===== src/rtl/scan_decode.sv =====
// Observer-side decoder for the 3-digit multiplexed scan bus: reassembles {d2,d1,d0},
// checks digit order and step timing, and publishes a word once it repeats STABLE times.
module scan_decode #(
    parameter int STABLE  = 2,
    parameter int TIMEOUT = 16
) (
    input  logic        clk,
    input  logic        clr,
    input  logic [2:0]  scan_en,
    input  logic [3:0]  scan_data,
    output logic [11:0] dataout,
    output logic        valid,
    output logic        err
);
    localparam logic [7:0] LP_TIMEOUT = 8'(TIMEOUT);
    localparam logic [3:0] LP_STABLE  = 4'(STABLE);

    typedef enum logic [1:0] {
        WAIT0 = 2'd0,
        GOT0  = 2'd1,
        GOT1  = 2'd2
    } state_t;

    state_t      r_state;
    state_t      w_state_next;
    logic [2:0]  r_s_en;
    logic [2:0]  r_p_en;
    logic [3:0]  r_s_data;
    logic [3:0]  r_d0;
    logic [3:0]  r_d1;
    logic [11:0] r_cand;
    logic [11:0] r_dataout;
    logic [3:0]  r_cnt;
    logic [7:0]  r_idle;
    logic        r_valid;
    logic        r_err;

    logic        w_step;
    logic        w_onehot;
    logic        w_timeout;
    logic        w_err;
    logic        w_cap0;
    logic        w_cap1;
    logic        w_done;
    logic        w_clr_cnt;
    logic [7:0]  w_idle_inc;
    logic [11:0] w_frame;
    logic        w_same;
    logic [3:0]  w_cnt_next;
    logic        w_publish;

    assign w_step     = (r_s_en != r_p_en);
    assign w_onehot   = (r_s_en == 3'b001) || (r_s_en == 3'b010) || (r_s_en == 3'b100);
    assign w_idle_inc = (r_idle == LP_TIMEOUT) ? r_idle : r_idle + 8'd1;
    // The timeout fires on the cycle the idle count would reach TIMEOUT, only mid-frame.
    assign w_timeout  = !w_step && (r_state != WAIT0) && (w_idle_inc == LP_TIMEOUT);
    assign w_frame    = {r_s_data, r_d1, r_d0};
    assign w_same     = (w_frame == r_cand);

    always_comb begin
        w_state_next = r_state;
        w_err        = 1'b0;
        w_cap0       = 1'b0;
        w_cap1       = 1'b0;
        w_done       = 1'b0;
        w_clr_cnt    = 1'b0;
        if (w_step) begin
            if (!w_onehot) begin
                w_err        = 1'b1;
                w_clr_cnt    = 1'b1;
                w_state_next = WAIT0;
            end else begin
                case (r_state)
                    WAIT0: begin
                        if (r_s_en == 3'b001) begin
                            w_cap0       = 1'b1;
                            w_state_next = GOT0;
                        end
                    end
                    GOT0: begin
                        if (r_s_en == 3'b010) begin
                            w_cap1       = 1'b1;
                            w_state_next = GOT1;
                        end else if (r_s_en == 3'b100) begin
                            w_err        = 1'b1;
                            w_state_next = WAIT0;
                        end else begin
                            w_cap0 = 1'b1;
                        end
                    end
                    GOT1: begin
                        if (r_s_en == 3'b100) begin
                            w_done       = 1'b1;
                            w_state_next = WAIT0;
                        end else if (r_s_en == 3'b001) begin
                            w_err        = 1'b1;
                            w_cap0       = 1'b1;
                            w_state_next = GOT0;
                        end
                    end
                    default: w_state_next = WAIT0;
                endcase
            end
        end else if (w_timeout) begin
            w_err        = 1'b1;
            w_clr_cnt    = 1'b1;
            w_state_next = WAIT0;
        end
    end

    // Publish only on the transition into STABLE, never while already saturated.
    always_comb begin
        w_cnt_next = r_cnt;
        w_publish  = 1'b0;
        if (w_clr_cnt) begin
            w_cnt_next = 4'd0;
        end else if (w_done) begin
            if (w_same) begin
                if (r_cnt != LP_STABLE) begin
                    w_cnt_next = r_cnt + 4'd1;
                    w_publish  = (r_cnt + 4'd1 == LP_STABLE);
                end
            end else begin
                w_cnt_next = 4'd1;
                w_publish  = (LP_STABLE == 4'd1);
            end
        end
    end

    always_ff @(posedge clk) begin
        if (clr) begin
            r_state <= WAIT0;
        end else begin
            r_state <= w_state_next;
        end
    end

    always_ff @(posedge clk) begin
        if (clr) begin
            r_s_en    <= 3'b000;
            r_p_en    <= 3'b000;
            r_s_data  <= 4'd0;
            r_d0      <= 4'd0;
            r_d1      <= 4'd0;
            r_cand    <= 12'd0;
            r_cnt     <= 4'd0;
            r_idle    <= 8'd0;
            r_dataout <= 12'd0;
            r_valid   <= 1'b0;
            r_err     <= 1'b0;
        end else begin
            r_s_en   <= scan_en;
            r_s_data <= scan_data;
            r_p_en   <= r_s_en;
            r_idle   <= (w_step || w_timeout) ? 8'd0 : w_idle_inc;
            if (w_cap0) r_d0 <= r_s_data;
            if (w_cap1) r_d1 <= r_s_data;
            r_cnt <= w_cnt_next;
            if (w_done && !w_same) r_cand <= w_frame;
            if (w_publish) r_dataout <= w_frame;
            r_valid <= w_publish;
            r_err   <= w_err;
        end
    end

    assign dataout = r_dataout;
    assign valid   = r_valid;
    assign err     = r_err;

endmodule


===== config.mk =====
export PLATFORM = sky130hd
export DESIGN_NAME = scan_decode
export DESIGN_NICKNAME = d
export VERILOG_FILES = /design/src/rtl/scan_decode.sv
export SDC_FILE = /design/constraint.sdc
export NUM_CORES = 1
export LEC_CHECK = 0
export CAP_MARGIN = 20
export CELL_PAD_IN_SITES_DETAIL_PLACEMENT = 1
export CELL_PAD_IN_SITES_GLOBAL_PLACEMENT = 1
export CORE_ASPECT_RATIO = 0.8
export CORE_MARGIN = 2
export CORE_UTILIZATION = 48
export CTS_BUF_LIST = sky130_fd_sc_hd__clkbuf_8 sky130_fd_sc_hd__clkbuf_16
export DETAILED_ROUTE_END_ITERATION = 6
export GPL_ROUTABILITY_DRIVEN = 0
export HOLD_SLACK_MARGIN = 0.08
export PLACE_DENSITY = 0.9
export SLEW_MARGIN = 20
export SYNTH_ARGS = -nofsm -noshare
export SYNTH_HDL_FRONTEND = slang
export SYNTH_SLANG_ARGS = --single-unit

===== constraint.sdc =====
create_clock -name clk -period 5.85 [get_ports clk]
set_input_delay 0.585 -clock clk [delete_from_list [all_inputs] [get_ports clk]]
set_output_delay 0.585 -clock clk [all_outputs]
set_load 0.05 [all_outputs]

==> summary.md <==
| Metric | Value |
|---|---|
| Die area | `6654 sq um` |
| Synthesized cell area | `2887 sq um` |
| Buffers on Ports | `22` |
| Initial core utilization | `0.4935` |
| Core Area | `5849 sq um` |
| RSZ-0062 raised after global routing | `no` |
| Synth Register Bits | `58` |
| Layout overhead on the synthesized area | `16.60%` |
| Worst Path Required | `6.03 ns` |
| Syn_nets | `339` |
| Final worst slack | `3.310 ns` |
| Pre-CTS WS | `3.061 ns` |
| Nets | `360` |
| Gr usage total | `0.2486` |
| Sequential share of the synthesized area | `0.4023` |
| Hold/Removal Path Class | `reg -> reg` |
| Hold path startpoint | `r_cand[1]$_SDFFE_PP0P_` |
| Die Ht | `73.36 um` |
| Post-Layout Cell Count | `428` |
| Commonest non-fill, non-tap cells in the layout | `dfxtp_1, nand2_1, a21oi_1` |
| Initial antenna violation count | `0` |
| Status | `complete, no violations` |
| CP Launch Type | `flip-flop` |
| Post-synthesis cell type count | `47` |
| Via/cell ratio | `5.654` |
| Post-CTS Setup Bufs | `0` |
| Commonest non-fill, non-tap cell in the layout | `dfxtp_1` |
| Relative slew slack | `0.3629` |
| Worst-path maximum fanout | `12` |
| Final TNS setup | `0 ns` |
| Gate Count Post-Synth | `321` |
| Hold Path End | `r_cand[1]$_SDFFE_PP0P_` |
| CTS root buf | `clkbuf_8` |
| Initial DRC Count | `131` |
| Max frequency | `393.7 MHz` |
| Worst-Margin Slew | `0.9556 ns` |
| Clock Path Buffers | `2` |
| Post-synth EDFFs | `0` |
| Syn Area/Cell | `8.992 sq um` |
| DP HPWL | `5352 um` |
| Hold-fix buffers, CTS | `0` |
| Pleak | `0.001135 uW` |
| Register-to-register setup slack | `3.31 ns` |
| Worst hold path stage count | `2` |
| Final hold vios | `0` |
| Clock latency on the worst-skew pair | `0.34 ns` |
| Pwr dens | `262.5 nW/um^2` |
| Synth warnings | `0` |
| Max cap viols | `0` |
| Fin Hold WS | `0.4699 ns` |
| Cts bufs inserted | `9` |
| Period utilisation layout | `0.4341` |
| Reg2reg start | `r_s_en[0]$_SDFF_PP0_` |
| Crit path kind | `reg -> reg` |
| CTS clk-pin slew, worst paths | `0.06 ns` |
| Ant. Diodes | `0` |
| Vias in the first global route | `2593` |
| Peak VDD IR | `0.0001635 V` |
| CTS tree | `yes` |
| CTS HTree Levels | `3` |
| Slew Limit Fails | `0` |
| Drt pass-1 iters | `6` |
| Synth Flop Type | `dfxtp_1` |
| Crit path arrival time | `2.72 ns` |
| Share of cells above drive strength 1 | `0.07493` |
| Largest net degree at the start of global routing | `63` |
| Min Tclk post-route | `2.540 ns` |
| Dpl cells | `411` |
| Final setup fails | `0` |
| Die X | `90.70 um` |
| FP Rows | `25` |
| PostCTS Resize Cnt | `0` |
| GR Overflow Total | `0` |
| DR WL/cell | `18.08 um` |
| R2R depth | `5` |
| Overall routed net length | `7740 um` |
| Remaining antenna violation count | `0` |
| Crit Reg-Reg Endpoint | `r_cnt[0]$_SDFFE_PP0P_` |
| CTS sink cnt | `58` |
| Crit. End Element | `flip-flop` |
| Routed via count | `2420` |
| Async SR Flop Fraction | `0` |
| First-pass GRT wire length | `12680 um` |
| DRC | `0` |
| Post-Route Skew | `0.007810 ns` |
| Ports | `23` |
==> metrics by stage <==
step                      power, uW  cell area, sq um    util
after detailed placement      478.8              3136  0.5360
after global routing          912.2              3366  0.5754
after floorplan               461.5              2887       -
final                         883.4              3366  0.5754
after global placement        475.6              3136  0.5360
after CTS                     888.9              3354  0.5735
==> final cells by class <==
type                    count  area [sq um]
well taps                  81         101.3
inverters                   8         30.03
flip-flops and latches     58          1161
clock buffers              10         137.6
repair buffers             24         234.0
multi-input cells         241          1620
clock inverters             6         81.33
fillers                   680          2484
==> registers in the layout, summed over array words and instances (netlist names) <==
name,cells
dataout,12
err,1
r_cand,12
r_cnt,4
r_d0,4
r_d1,4
r_idle,8
r_p_en,3
r_s_data,4
r_s_en,3
r_state,2
valid,1
==> worst max-delay path by stage <==
stage                                       from                       to  slack, ns  cells past startpoint
after floorplan           r_s_data[3]$_SDFF_PP0_  dataout[0]$_SDFFE_PP0P_       3.90                      7
after global placement      r_s_en[0]$_SDFF_PP0_  dataout[9]$_SDFFE_PP0P_       3.34                      5
after detailed placement    r_s_en[0]$_SDFF_PP0_  dataout[6]$_SDFFE_PP0P_       3.06                      5
after CTS                   r_s_en[0]$_SDFF_PP0_  dataout[6]$_SDFFE_PP0P_       3.04                      5
after global routing        r_s_en[0]$_SDFF_PP0_    r_cnt[2]$_SDFFE_PP0P_       3.06                      5
final                       r_s_en[0]$_SDFF_PP0_    r_cnt[0]$_SDFFE_PP0P_       3.31                      5
==> cell usage after synthesis, types with 2 or more instances <==
master	n	area, sq um
a21o_1	2	15.01
ha_1	9	112.6
o21a_1	3	22.52
nand2_1	29	108.9
xor2_1	7	61.31
or4_1	3	22.52
buf_2	3	15.01
and3_1	3	18.77
a211o_1	2	17.52
o21ai_0	9	45.04
xnor2_1	16	140.1
nor2_1	22	82.58
nand4_1	3	18.77
nand3_1	10	50.05
nand4b_1	2	17.52
a21oi_1	26	130.1
nand2b_1	24	150.1
nor4b_1	2	17.52
nor3_2	3	30.03
buf_6	2	22.52
dfxtp_1	58	1161
nor3_1	8	40.04
mux2i_1	20	200.2
nor4_1	5	31.28
or3_1	5	31.28
inv_1	8	30.03
nor2b_1	9	56.30
clkbuf_1	7	26.28
o32ai_1	2	17.52
and3b_1	2	17.52
==> report_power, final <==
part | switching (uW) | internal, uW | total [uW]
Combinational | 38.3 | 24.6 | 63.0
Clock | 163 | 248 | 412
Sequential | 8.36 | 400 | 409
==> cells by family after synthesis <==
family          Yosys count  synth area share
flops                    58            0.4023
xor+xnor                 23           0.06979
mux                      20           0.06935
compound gates           53            0.1214
simple gates            136            0.2618
fa+ha+maj                 9           0.03901
buf+inv                  22           0.03641
==> worst max-delay path, stage by stage (launching register included) <==
cell and delay (ns):
dfxtp_1 0.61, xor2_1 0.24, nor4_1 0.43, o221ai_1 0.28, o31ai_1 0.73, a21oi_1 0.09
==> per-layer routing <==
metal	vias up	share of wire	GRT usage	routed length, um
met1	1182	0.44	0.2892	3412
met5	-	0	0	0
met3	21	0.037	0.06462	290
li1	1158	-	-	-
met4	0	0.027	0.1265	209
met2	59	0.49	0.4312	3828
Note: power is estimated with default switching activity, not from simulation.
==> edit: new RTL, config.mk and constraints unchanged <==
Change the parameter `TIMEOUT` from 16 to 12.
--- a/src/rtl/scan_decode.sv
+++ b/src/rtl/scan_decode.sv
@@ -2,7 +2,7 @@
 // checks digit order and step timing, and publishes a word once it repeats STABLE times.
 module scan_decode #(
     parameter int STABLE  = 2,
-    parameter int TIMEOUT = 16
+    parameter int TIMEOUT = 12
 ) (
     input  logic        clk,
     input  logic        clr,
Formal check against the unedited RTL: same outputs for any inputs over 10 cycles, from zero or initial values; that may be too few to reach the edited logic, so the function may still have changed.
==> edit against the unedited design <==
  * Clock power grew 3%
  * Sequential cell count is the same
  * Sequential share of layout area shrank 0.28 points
  * Die area grew 0.82%
  * Final area grew 0.82%
  * Total power grew 1.6%
  * Combinational power grew 1%
  * Area after synthesis grew 0.87%
  * Routed wire length shrank 0.26%
  * Global-route usage shrank 0.73 points
  * Worst setup slack lost 0.40 ns
==> edit: results (changes against the unedited design) <==
status complete, no violations; FF-to-FF setup slack 2.91 ns (-0.40 ns); ratio of cells with drive above 1 in the final layout 0.07207 (-0.002856); Multi-input gate area 1648 um^2 (+1.7%); post-place setup slack 2.713 ns (-0.3480 ns); Final nets 346 (-3.9%); total number of vias 2386 (-1.4%); global routing usage on met3 0.07282 (+0.008205); first-pass GRT wire length 12.41 mm (-2.2%); Fillers 700 (+2.9%); sequential fraction of the synthesis area 0.3988 (-0.003457); leakage power 1.163 nW (+2.5%); top post-synthesis cells by area dfxtp_1, mux2i_1, xnor2_1, nand2b_1, ha_1; FF-to-FF End dataout[7]$_SDFFE_PP0P_; Syn Area/Cell 9.392 um^2 (+4.4%); CTS Buf Count 9 (unchanged); post-synth cell types 52 (+11%); worst-margin pin slew 0.9221 ns (-0.03352 ns); cell count of the worst reg-to-reg path 6 (+1); clk_skew 0.007148 ns (-0.0006616 ns); final wirelength 7.720 mm (-0.26%); first-iteration detailed-routing DRC count 103 (-21%); Total GRT Usage 0.2413 (-0.007250); Max VDD drop 0.1643 mV (+0.49%); maximum net fanout on the critical path 14 (+2); Crit path max-delay family simple AND/OR/NAND/NOR gates; Post-Layout Cell Count 414 (-3.3%); placed cells 397 (-3.4%); Hold EP dataout[5]$_SDFFE_PP0P_; met1 usage 0.2866 (-0.002559); largest net degree at the start of global routing 61 (-3.2%); Crit-path slowest cell nor4_4; dpl cell area 3152 um^2 (+0.52%); synth cell count leaders dfxtp_1, mux2i_1, nor2_1, nand2b_1, xnor2_1; worst hold start dataout[5]$_SDFFE_PP0P_; GR Layer Usage met2 0.4189 (-0.01225); critical path's largest stage delay 0.74 ns
## edit: cell count changes after synthesis, sizes merged, moves of 5 or more
cell,unedited run,this run
mux2i,20,29
nor3,11,5
nor2,22,27
a21oi,26,12
nand2,29,10
clkbuf,7,13
## edit: cell families (layout without fill, tap and decap cells)
logic type	after synthesis	after routing	share of synthesized area
simple gates	121	121	0.2394
flops	58	58	0.3988
compound gates	46	46	0.1160
mux	29	29	0.09970
xor+xnor	24	24	0.07220
buf+inv	23	46	0.03524
fa+ha+maj	9	9	0.03868
## edit: area by class of cell
class / count / share of cell area
Sequential cell: 58 / 0.3422
Clock inverter: 7 / 0.03024
Multi-Input combinational cell: 229 / 0.4856
Timing Repair Buffer: 23 / 0.06785
Clock buffer: 9 / 0.03650
Tap cell: 81 / 0.02987
Inverter: 7 / 0.007743
## edit: worst min-delay path, delay by kind of cell, from the launching register on
kind,cells,cell delay (ns)
muxes,1,0.05
DFF,1,0.32
and+or+nand+nor,1,0.06
## edit: report_power, final
group | switching (W) | total, W | internal [W]
Sequential | 0.0000106 | 0.000411 | 0.000400
Combinational | 0.0000388 | 0.0000638 | 0.0000250
Clock | 0.000180 | 0.000423 | 0.000243
## edit: worst max-delay path by stage
| stage | to | slack [ns] |
|---|---|---|
| after floorplan | r_idle[4]$_SDFF_PP0_ | 3.74 |
| after global placement | dataout[5]$_SDFFE_PP0P_ | 2.95 |
| after detailed placement | dataout[2]$_SDFFE_PP0P_ | 2.71 |
| after CTS | dataout[7]$_SDFFE_PP0P_ | 2.60 |
| after global routing | dataout[2]$_SDFFE_PP0P_ | 2.67 |
| final | dataout[7]$_SDFFE_PP0P_ | 2.91 |
## edit: routing by layer
metal / up-vias / share of wire
met5: - / 0
met4: 0 / 0.020
met3: 19 / 0.037
met2: 53 / 0.48
met1: 1181 / 0.46
li1: 1133 / -
